File: config.mk
export PLATFORM = sky130hd
export DESIGN_NAME = seg7_scan_decoder
export DESIGN_NICKNAME = d
export VERILOG_FILES = /design/src/rtl/seg7_pkg.sv /design/src/rtl/seg7tohex.sv /design/src/rtl/seg7_scan_decoder.sv
export SDC_FILE = /design/constraint.sdc
export NUM_CORES = 1
export LEC_CHECK = 0
export BUFFER_PORTS_ARGS = -buffer_cell sky130_fd_sc_hd__buf_2
export CORE_ASPECT_RATIO = 1.25
export CORE_MARGIN = 2
export CORE_UTILIZATION = 43
export DETAILED_ROUTE_END_ITERATION = 8
export GPL_TIMING_DRIVEN = 0
export SKIP_CTS_REPAIR_TIMING = 1
export SYNTH_ARGS = -nofsm -noshare
export SYNTH_HDL_FRONTEND = slang
export SYNTH_SLANG_ARGS = --single-unit
File: constraint.sdc
create_clock -name clk -period 2.1 [get_ports clk]
set_input_delay 0.105 -clock clk [delete_from_list [all_inputs] [get_ports clk]]
set_output_delay 0.105 -clock clk [all_outputs]
set_load 0.005 [all_outputs]
File: src/rtl/seg7_pkg.sv
// Shared 7-segment code table and helpers used by the hex encoder
// and by the scan decoder.
package seg7_pkg;

  // Active-high gfedcba codes; element k is the glyph for hex digit k.
  localparam logic [15:0][6:0] SEG_CODE = {
    7'h71, 7'h79, 7'h5E, 7'h39,
    7'h7C, 7'h77, 7'h6F, 7'h7F,
    7'h07, 7'h7D, 7'h6D, 7'h66,
    7'h4F, 7'h5B, 7'h06, 7'h3F
  };

  localparam logic [6:0] SEG_BLANK = 7'h00;

  function automatic logic onehot_legal(input logic [7:0] v);
    return (v != 8'd0) && ((v & (v - 8'd1)) == 8'd0);
  endfunction

endpackage

File: src/rtl/seg7tohex.sv
// Active-low segment pattern to nibble lookup with hit and blank
// indications.
module seg7tohex
  import seg7_pkg::*;
(
  input  logic [6:0] pattern,
  output logic       hit,
  output logic       blank,
  output logic [3:0] nibble
);

  logic [6:0] act;

  always_comb begin
    act    = ~pattern;
    hit    = 1'b0;
    nibble = 4'd0;
    blank  = (act == SEG_BLANK);
    for (int k = 0; k < 16; k++) begin
      if (act == SEG_CODE[k]) begin
        hit    = 1'b1;
        nibble = 4'(k);
      end
    end
  end

endmodule

File: src/rtl/seg7_scan_decoder.sv
// Reconstructs the hex word shown on a multiplexed active-low
// 7-segment bus, with dwell debouncing and bad-pattern flagging.
module seg7_scan_decoder
  import seg7_pkg::*;
#(
  parameter int NDIGITS       = 4,
  parameter int STABLE_CYCLES = 4
) (
  input  logic                       clk,
  input  logic                       reset_n,
  input  logic [NDIGITS-1:0]         an,
  input  logic [6:0]                 segments,
  output logic [4*NDIGITS-1:0]       value,
  output logic                       valid,
  output logic                       err,
  output logic [$clog2(NDIGITS)-1:0] err_digit
);

  localparam int IW = $clog2(NDIGITS);
  localparam int CW = $clog2(STABLE_CYCLES + 1);
  localparam logic [CW-1:0] CMAX = CW'(STABLE_CYCLES);

  logic [NDIGITS-1:0]   s_an, p_an;
  logic [6:0]           s_seg, p_seg;
  logic [CW-1:0]        cnt, cnt_nx;
  logic                 done, done_nx;
  logic [NDIGITS-1:0]   seen, seen_nx;
  logic [4*NDIGITS-1:0] shadow;

  logic [7:0]    act;
  logic          legal, same, cap, frame;
  logic [IW-1:0] idx;
  logic          hit, blank;
  logic [3:0]    nib;

  seg7tohex u_lut (
    .pattern (s_seg),
    .hit     (hit),
    .blank   (blank),
    .nibble  (nib)
  );

  always_comb begin
    act = '0;
    act[NDIGITS-1:0] = ~s_an;
    legal = onehot_legal(act);
    idx = '0;
    for (int i = 0; i < NDIGITS; i++) begin
      if (act[i]) idx = IW'(i);
    end
    same = legal && (s_an == p_an) && (s_seg == p_seg);
    if (!legal)
      cnt_nx = '0;
    else if (!same)
      cnt_nx = CW'(1);
    else if (cnt == CMAX)
      cnt_nx = cnt;
    else
      cnt_nx = cnt + 1'b1;
    done_nx = same ? done : 1'b0;
    cap = legal && (cnt_nx == CMAX) && !done_nx;
    frame = &seen;
    // A capture landing on the transfer edge keeps its seen bit.
    seen_nx = frame ? '0 : seen;
    if (cap && hit) seen_nx[idx] = 1'b1;
  end

  always_ff @(posedge clk) begin
    if (!reset_n) begin
      s_an      <= '1;
      s_seg     <= '1;
      p_an      <= '1;
      p_seg     <= '1;
      cnt       <= '0;
      done      <= 1'b0;
      seen      <= '0;
      shadow    <= '0;
      value     <= '0;
      valid     <= 1'b0;
      err       <= 1'b0;
      err_digit <= '0;
    end else begin
      s_an  <= an;
      s_seg <= segments;
      p_an  <= s_an;
      p_seg <= s_seg;
      cnt   <= cnt_nx;
      done  <= cap | done_nx;
      seen  <= seen_nx;
      valid <= frame;
      err   <= cap && !hit && !blank;
      if (cap && !hit && !blank) err_digit <= idx;
      if (frame) value <= shadow;
      if (cap && hit) shadow[4*idx +: 4] <= nib;
    end
  end

endmodule

[Yosys cells after proc, flatten, opt, wreduce, memory -nomap -nowiden]
Cells that the tools add are included.
Cells by class
  bitwise logic cells: 5
  shift operators: 2
  multipliers: 0
  muxes and demuxes: 43
  $lt $le $gt $ge: 2
  div/mod/pow operators: 0
  add/subtract/negate cells: 3
  reduce and logical (&&, ||, !) cells: 16
  eq/ne operators: 20
Operators with widths (number)
  $eq 7x7->1 const B: 12
  $mux 4: 10
  $neg 4->34: 1
  $shift 4x34->16 const A: 1
  $shiftx 4x34->16: 1
  $mux 3: 7
  $mux 1: 20
  $bwmux 16: 1
  $eq 7x3->1 const B: 2
  $eq 7x6->1 const B: 2
  $logic_and 1x1->1: 9
  $and 4x8->8: 1
  $logic_not 8->1: 1
  $mux 2: 4
  $eq 7x7->1: 1
  $logic_not 7->1: 1
  $not 7->7: 1
  $eq 3x3->1 const B: 2
  $sub 4x1->5 const B: 1
  $eq 4x4->1: 1
  $not 4->4: 1
  $or 4x4->4: 1
  $reduce_and 4->1: 1
  $reduce_bool 4->1: 1
  6 further kinds: 8
Storage, ports and cells
  memory bits (read-only): 0
  register bits: 66
  bits of input ports: 13
  word-level logic and storage cells: 103
  latch bits: 0
  memories kept: 0
  RAM bits: 0

[Depth between registers and ports, before layout]
  depth in word-level cells: 21
  gate-level depth with buffers: 9
  mapped depth without buffers: 8

[Modules after synthesis]
From an unflattened synthesis, not the netlist that was laid out.
Second synthesis, totals
  cells, all modules: 361
  area, all modules: 3278.1 µm²
By module, submodules not included
  seg7_scan_decoder: instances 1, seq. area each 1321.3 µm², cells each 308, area each 2941.6 µm²
  seg7tohex: instances 1, seq. area each 0.0 µm², cells each 53, area each 336.6 µm²

[Worst setup path after synthesis]
No wires, ideal clock.
  path kind: register to register
  start point: register cnt[0]
  end point: register shadow[11]
  data arrival time: 2.026 ns
  cell stages (with the launch flop): 7
  buffers on the path: 0
  clock period less this slack: 2.143 ns
  path slack: -0.043 ns
  cell sequence: dfxtp_1 inv_1 ha_1 or3_1 nor4_4 a31oi_2 a22o_1
On the way
  cells in the longest elaborated chain, start to end: 8
  elaborated cells between the ends (all ways): 9
RTL lines
  start: declaration: RTL line seg7_scan_decoder.sv:25  | logic [CW-1:0] cnt, cnt_nx;
  start signal: assignment: RTL line seg7_scan_decoder.sv:87  | cnt <= cnt_nx;
  $add 3x1->3 / $eq 3x3->1 (equally long branches): RTL line seg7_scan_decoder.sv:59, seg7_scan_decoder.sv:56
  $mux 3 *: RTL line seg7_scan_decoder.sv:56  | else if (cnt == CMAX)
  $mux 3 *: RTL line seg7_scan_decoder.sv:54  | else if (!same)
  $mux 3 *: RTL line seg7_scan_decoder.sv:52  | if (!legal)
  $eq 3x3->1 *: RTL line seg7_scan_decoder.sv:61  | cap = legal && (cnt_nx == CMAX) && !done_nx;
  $logic_and 1x1->1 * (2 in series): RTL line seg7_scan_decoder.sv:61
  $logic_and 1x1->1 *: RTL line seg7_scan_decoder.sv:94  | if (cap && hit) shadow[4*idx +: 4] <= nib;
  end signal: indexed assignment: RTL line seg7_scan_decoder.sv:94
  end: declaration: RTL line seg7_scan_decoder.sv:28  | logic [4*NDIGITS-1:0] shadow;
Mark *: on every way between the ends. The rest lies on a longest branch, timed or not.
A chain may end at the register's enable or synchronous reset.

[Worst setup path after layout]
  start point: register s_seg[4]
  end point: register shadow[15]
On the way
  cells in the longest elaborated chain, start to end: 19
  elaborated cells between the ends (all ways): 60
RTL lines
  start: declaration: RTL line seg7_scan_decoder.sv:24  | logic [6:0] s_seg, p_seg;
  start signal: assignment: RTL line seg7_scan_decoder.sv:84  | s_seg <= segments;
  $not 7->7: RTL line seg7tohex.sv:15  | act = ~pattern;
  $eq 7x3->1 / $eq 7x6->1 (equally long branches): RTL line seg7tohex.sv:20  | if (act == SEG_CODE[k]) begin
  $mux 1: RTL line seg7tohex.sv:20
  $mux 2 / $mux 1 (equally long branches) (2 in series): RTL line seg7tohex.sv:20
  $mux 3 / $mux 1 (equally long branches) (4 in series): RTL line seg7tohex.sv:20
  $mux 4 / $mux 1 (equally long branches) (8 in series): RTL line seg7tohex.sv:20
  $shiftx 4x34->16 / $mux 1 (equally long branches): RTL line seg7_scan_decoder.sv:94, seg7tohex.sv:20
  $bwmux 16 / $logic_and 1x1->1 (equally long branches): RTL line seg7_scan_decoder.sv:94
Parallel ways exist; a longest one is shown, timed or not.

==> run_results.csv <==
group,metric,value,unit
yosys,ys_warn_count,0,
setup_path,cp.required,2.33,ns
clock_tree,cts_tree,"done",
setup_path,reg2reg_setup_slack,0.03,ns
routing,totalWireLength,6520,um
hold_path,hold_path.class,"input pin to register",
die,fp.dieH,97.5,um
die,rows,34,
outcome,status,"finished clean",
clock_tree,clock_latency,0.34,ns
setup_path,path_max_fanout,8,
die,pin_count,33,
die,die_x,78.8,um
timing,report.final.setup_viol,0,
finish,final_cell_mix,"dfxtp_1, nand2_1, buf_2",
pwr,seqPwrFrac,0.459,
hold_path,hold_path_end,"p_seg[5]",
setup_path,worstSetupPathType,"register to register",
die,core,6890,um2
timing,clock.fmax,484,MHz
placement,hpwl,4580,um
routing,drc,0,
pwr,power_frac_clock,0.447,
routing,dr.pass1.iters,4,
setup_path,end_kind,"register",
grt,overflow,0,
finish,stdcell_count,485,
finish,final_nets,413,
timing,rsz0062_at_grt,"yes",
setup_path,critPathLaunch,"s_seg[4]",
setup_path,r2r_start,"s_seg[4]",
grt,grt_max_degree,12,
grt,grt_pass1_vias,2265,
setup_path,arrival,2.30,ns
pwr,p_comb_frac,0.094,
timing,finalHoldViolations,0,
clock_tree,h-tree-depth,3,
yosys,syn_area_per_cell,9.23,um2
timing,tns,0,ns
yosys,synth.distinct_cells,50,
routing,routedWlPerCell,13.4,um
pwr,swShare,0.225,
setup_path,reg2regPathDepth,10,
timing,worstMarginPinSlew,0.743,ns
hold_path,min_path_cells,2,
placement,gp_congestion,0.895,
yosys,synthCells,326,
placement,placedCellCount,448,
pwr,p_sw,633,uW
pwr,p_per_area,733,nW/um2
hold_path,min_from,"reset_n",
routing,wl_met3,232,um
clock_tree,cts_sinks,66,
routing,vias,2498,
timing,fin_skew,0.00494,ns
yosys,synthesis.nets,349,
pwr,p_leak,1.53,nW
grt,grt_usage,0.174,
routing,routed-wl-met2,3290,um
timing,fin_crit_sh,0.984,
die,start_util,0.437,
finish,drive_gt1_frac,0.253,
yosys,ys_ff_latch,66,
die,die-area,7690,um2
timing,slew_viol_final,0,
routing,drt-met1-wl,2880,um
routing,drt_iter0_drc,86,
job,cap_violations,0,
pwr,p_int,2.18,mW
pwr,total_power,2.81,mW
yosys,synth.yosys.seq_area_share,0.439,
routing,via_per_inst,5.15,
timing,slew_headroom,0.501,
grt,antenna_found_initial,0,
placement,numPortBuffers,32,
pwr,ir_drop,663,uV
clock_tree,cts-buffers-inserted,9,
yosys,syn_area,3010,um2
finish,syn_to_final_growth,27.3,%
finish,n_antenna_cell,0,
routing,antenna_left,0,
routing,highest_layer,"met4",
clock_tree,root_buffer,"clkbuf_8",
clock_tree,clkTransAtPathRegs,0.07,ns
grt,grt_pass1_wl,10600,um
finish,final_common_cell,"dfxtp_1",
setup_path,setup.worst_path.start_class,"register",
timing,min_period,2.07,ns
setup_path,r2r-end,"shadow[15]",
clock_tree,cts_buffer_depth,2,
finish,final_util,0.556,
cells by family (layout without fill, tap and decap cells):
group                    after synthesis  in the layout  share of synthesized area
AO/OA/AOI/OAI                         66             66                      0.166
adder cells (fa/ha/maj)               10             10                     0.0416
XOR/XNOR                              14             14                     0.0407
flip-flops                            66             66                      0.439
AND/OR/NAND/NOR                      139            139                      0.253
buffers and inverters                 31            100                     0.0594
synth_stat cells (all sizes together):
cell     number  share of area
a22o          8          0.023
xnor2         2         0.0058
xor2         12          0.035
nand3         6          0.012
and3          5          0.010
or2           1         0.0029
nor3          8          0.013
nor2         19          0.024
a2111oi       1         0.0033
or4           1         0.0037
ha           10          0.042
or3           2         0.0042
a41o          1         0.0033
a31oi         5          0.019
o21ai         4         0.0079
nor4b         1         0.0029
a21boi        2         0.0050
a211oi        1         0.0042
a32oi         6          0.017
nor4bb        1         0.0033
o2bb2ai       8          0.023
and4b         1         0.0033
buf          12          0.036
o2111a        1         0.0037
inv          10          0.012
o31ai         1         0.0025
and4          4          0.012
and2          2         0.0042
dfxtp        66           0.44
nor3b         2         0.0067
o21a          2         0.0050
o22ai         1         0.0021
a21oi        23          0.038
nor2b         1         0.0021
nand4        11          0.023
nand2        47          0.059
nand4b        2         0.0058
o211ai        2         0.0083
nand2b       22          0.046
nor4          3          0.015
clkbuf        9          0.011
flip-flops by register name, indices dropped and copies added, names as in the netlist:
register	count
done	1
p_an	4
p_seg	7
valid	1
value	16
s_seg	7
err	1
s_an	4
err_digit	2
seen	4
shadow	16
cnt	3
routing by layer:
metal / global-route usage / vias to the layer above
li1: - / 1277
met1: 0.209 / 1149
met2: 0.287 / 63
met3: 0.0455 / 9
met4: 0.0809 / 0
met5: 0 / -
worst max-delay path, cell delays in order, from the launching register on:
cell and delay [ns]:
dfxtp_4 0.37, buf_8 0.12, buf_6 0.11, a211oi_2 0.07, o21ai_2 0.20, nand3_4 0.08, or3_1 0.40, buf_6 0.16
buf_12 0.13, and4_4 0.16, a22o_1 0.17
cell type report:
cell class / count / area (um2)
Inverter: 10 / 37.5
Buffer: 21 / 166
Multi-Input combinational cell: 229 / 1580
Tap cell: 90 / 113
Sequential cell: 66 / 1330
Clock inverter: 6 / 105
Fill cell: 647 / 3060
Timing Repair Buffer: 53 / 374
Clock buffer: 10 / 128
power by group through the flow:
stage / logic (mW) / registers, mW / clock network [mW]
floorplan: 0.164 / 1.31 / 0
global placement: 0.216 / 1.32 / 0
detailed placement: 0.217 / 1.32 / 0
CTS: 0.218 / 1.29 / 1.28
global route: 0.292 / 1.29 / 1.35
finish: 0.264 / 1.29 / 1.25
worst max-delay path by stage:
| stage | slack [ns] | depth (start not counted) | to |
|---|---|---|---|
| finish | 0.03 | 10 | shadow[15] |
| global route | -0.04 | 9 | shadow[15] |
| CTS | -0.36 | 7 | shadow[15] |
| detailed placement | -0.32 | 7 | shadow[15] |
| global placement | -0.35 | 7 | shadow[3] |
| floorplan | 0.04 | 7 | shadow[13] |
per-stage QoR:
step | hold slack (ns) | cell area (um2) | worst slack, ns
floorplan | 0.178 | 3010 | 0.0412
global placement | 0.285 | 3280 | -0.354
detailed placement | 0.288 | 3280 | -0.325
CTS | -0.0726 | 3520 | -0.356
global route | 0.0277 | 3830 | -0.0446
finish | 0.0305 | 3830 | 0.0338
(Power assumes the default switching activity.)
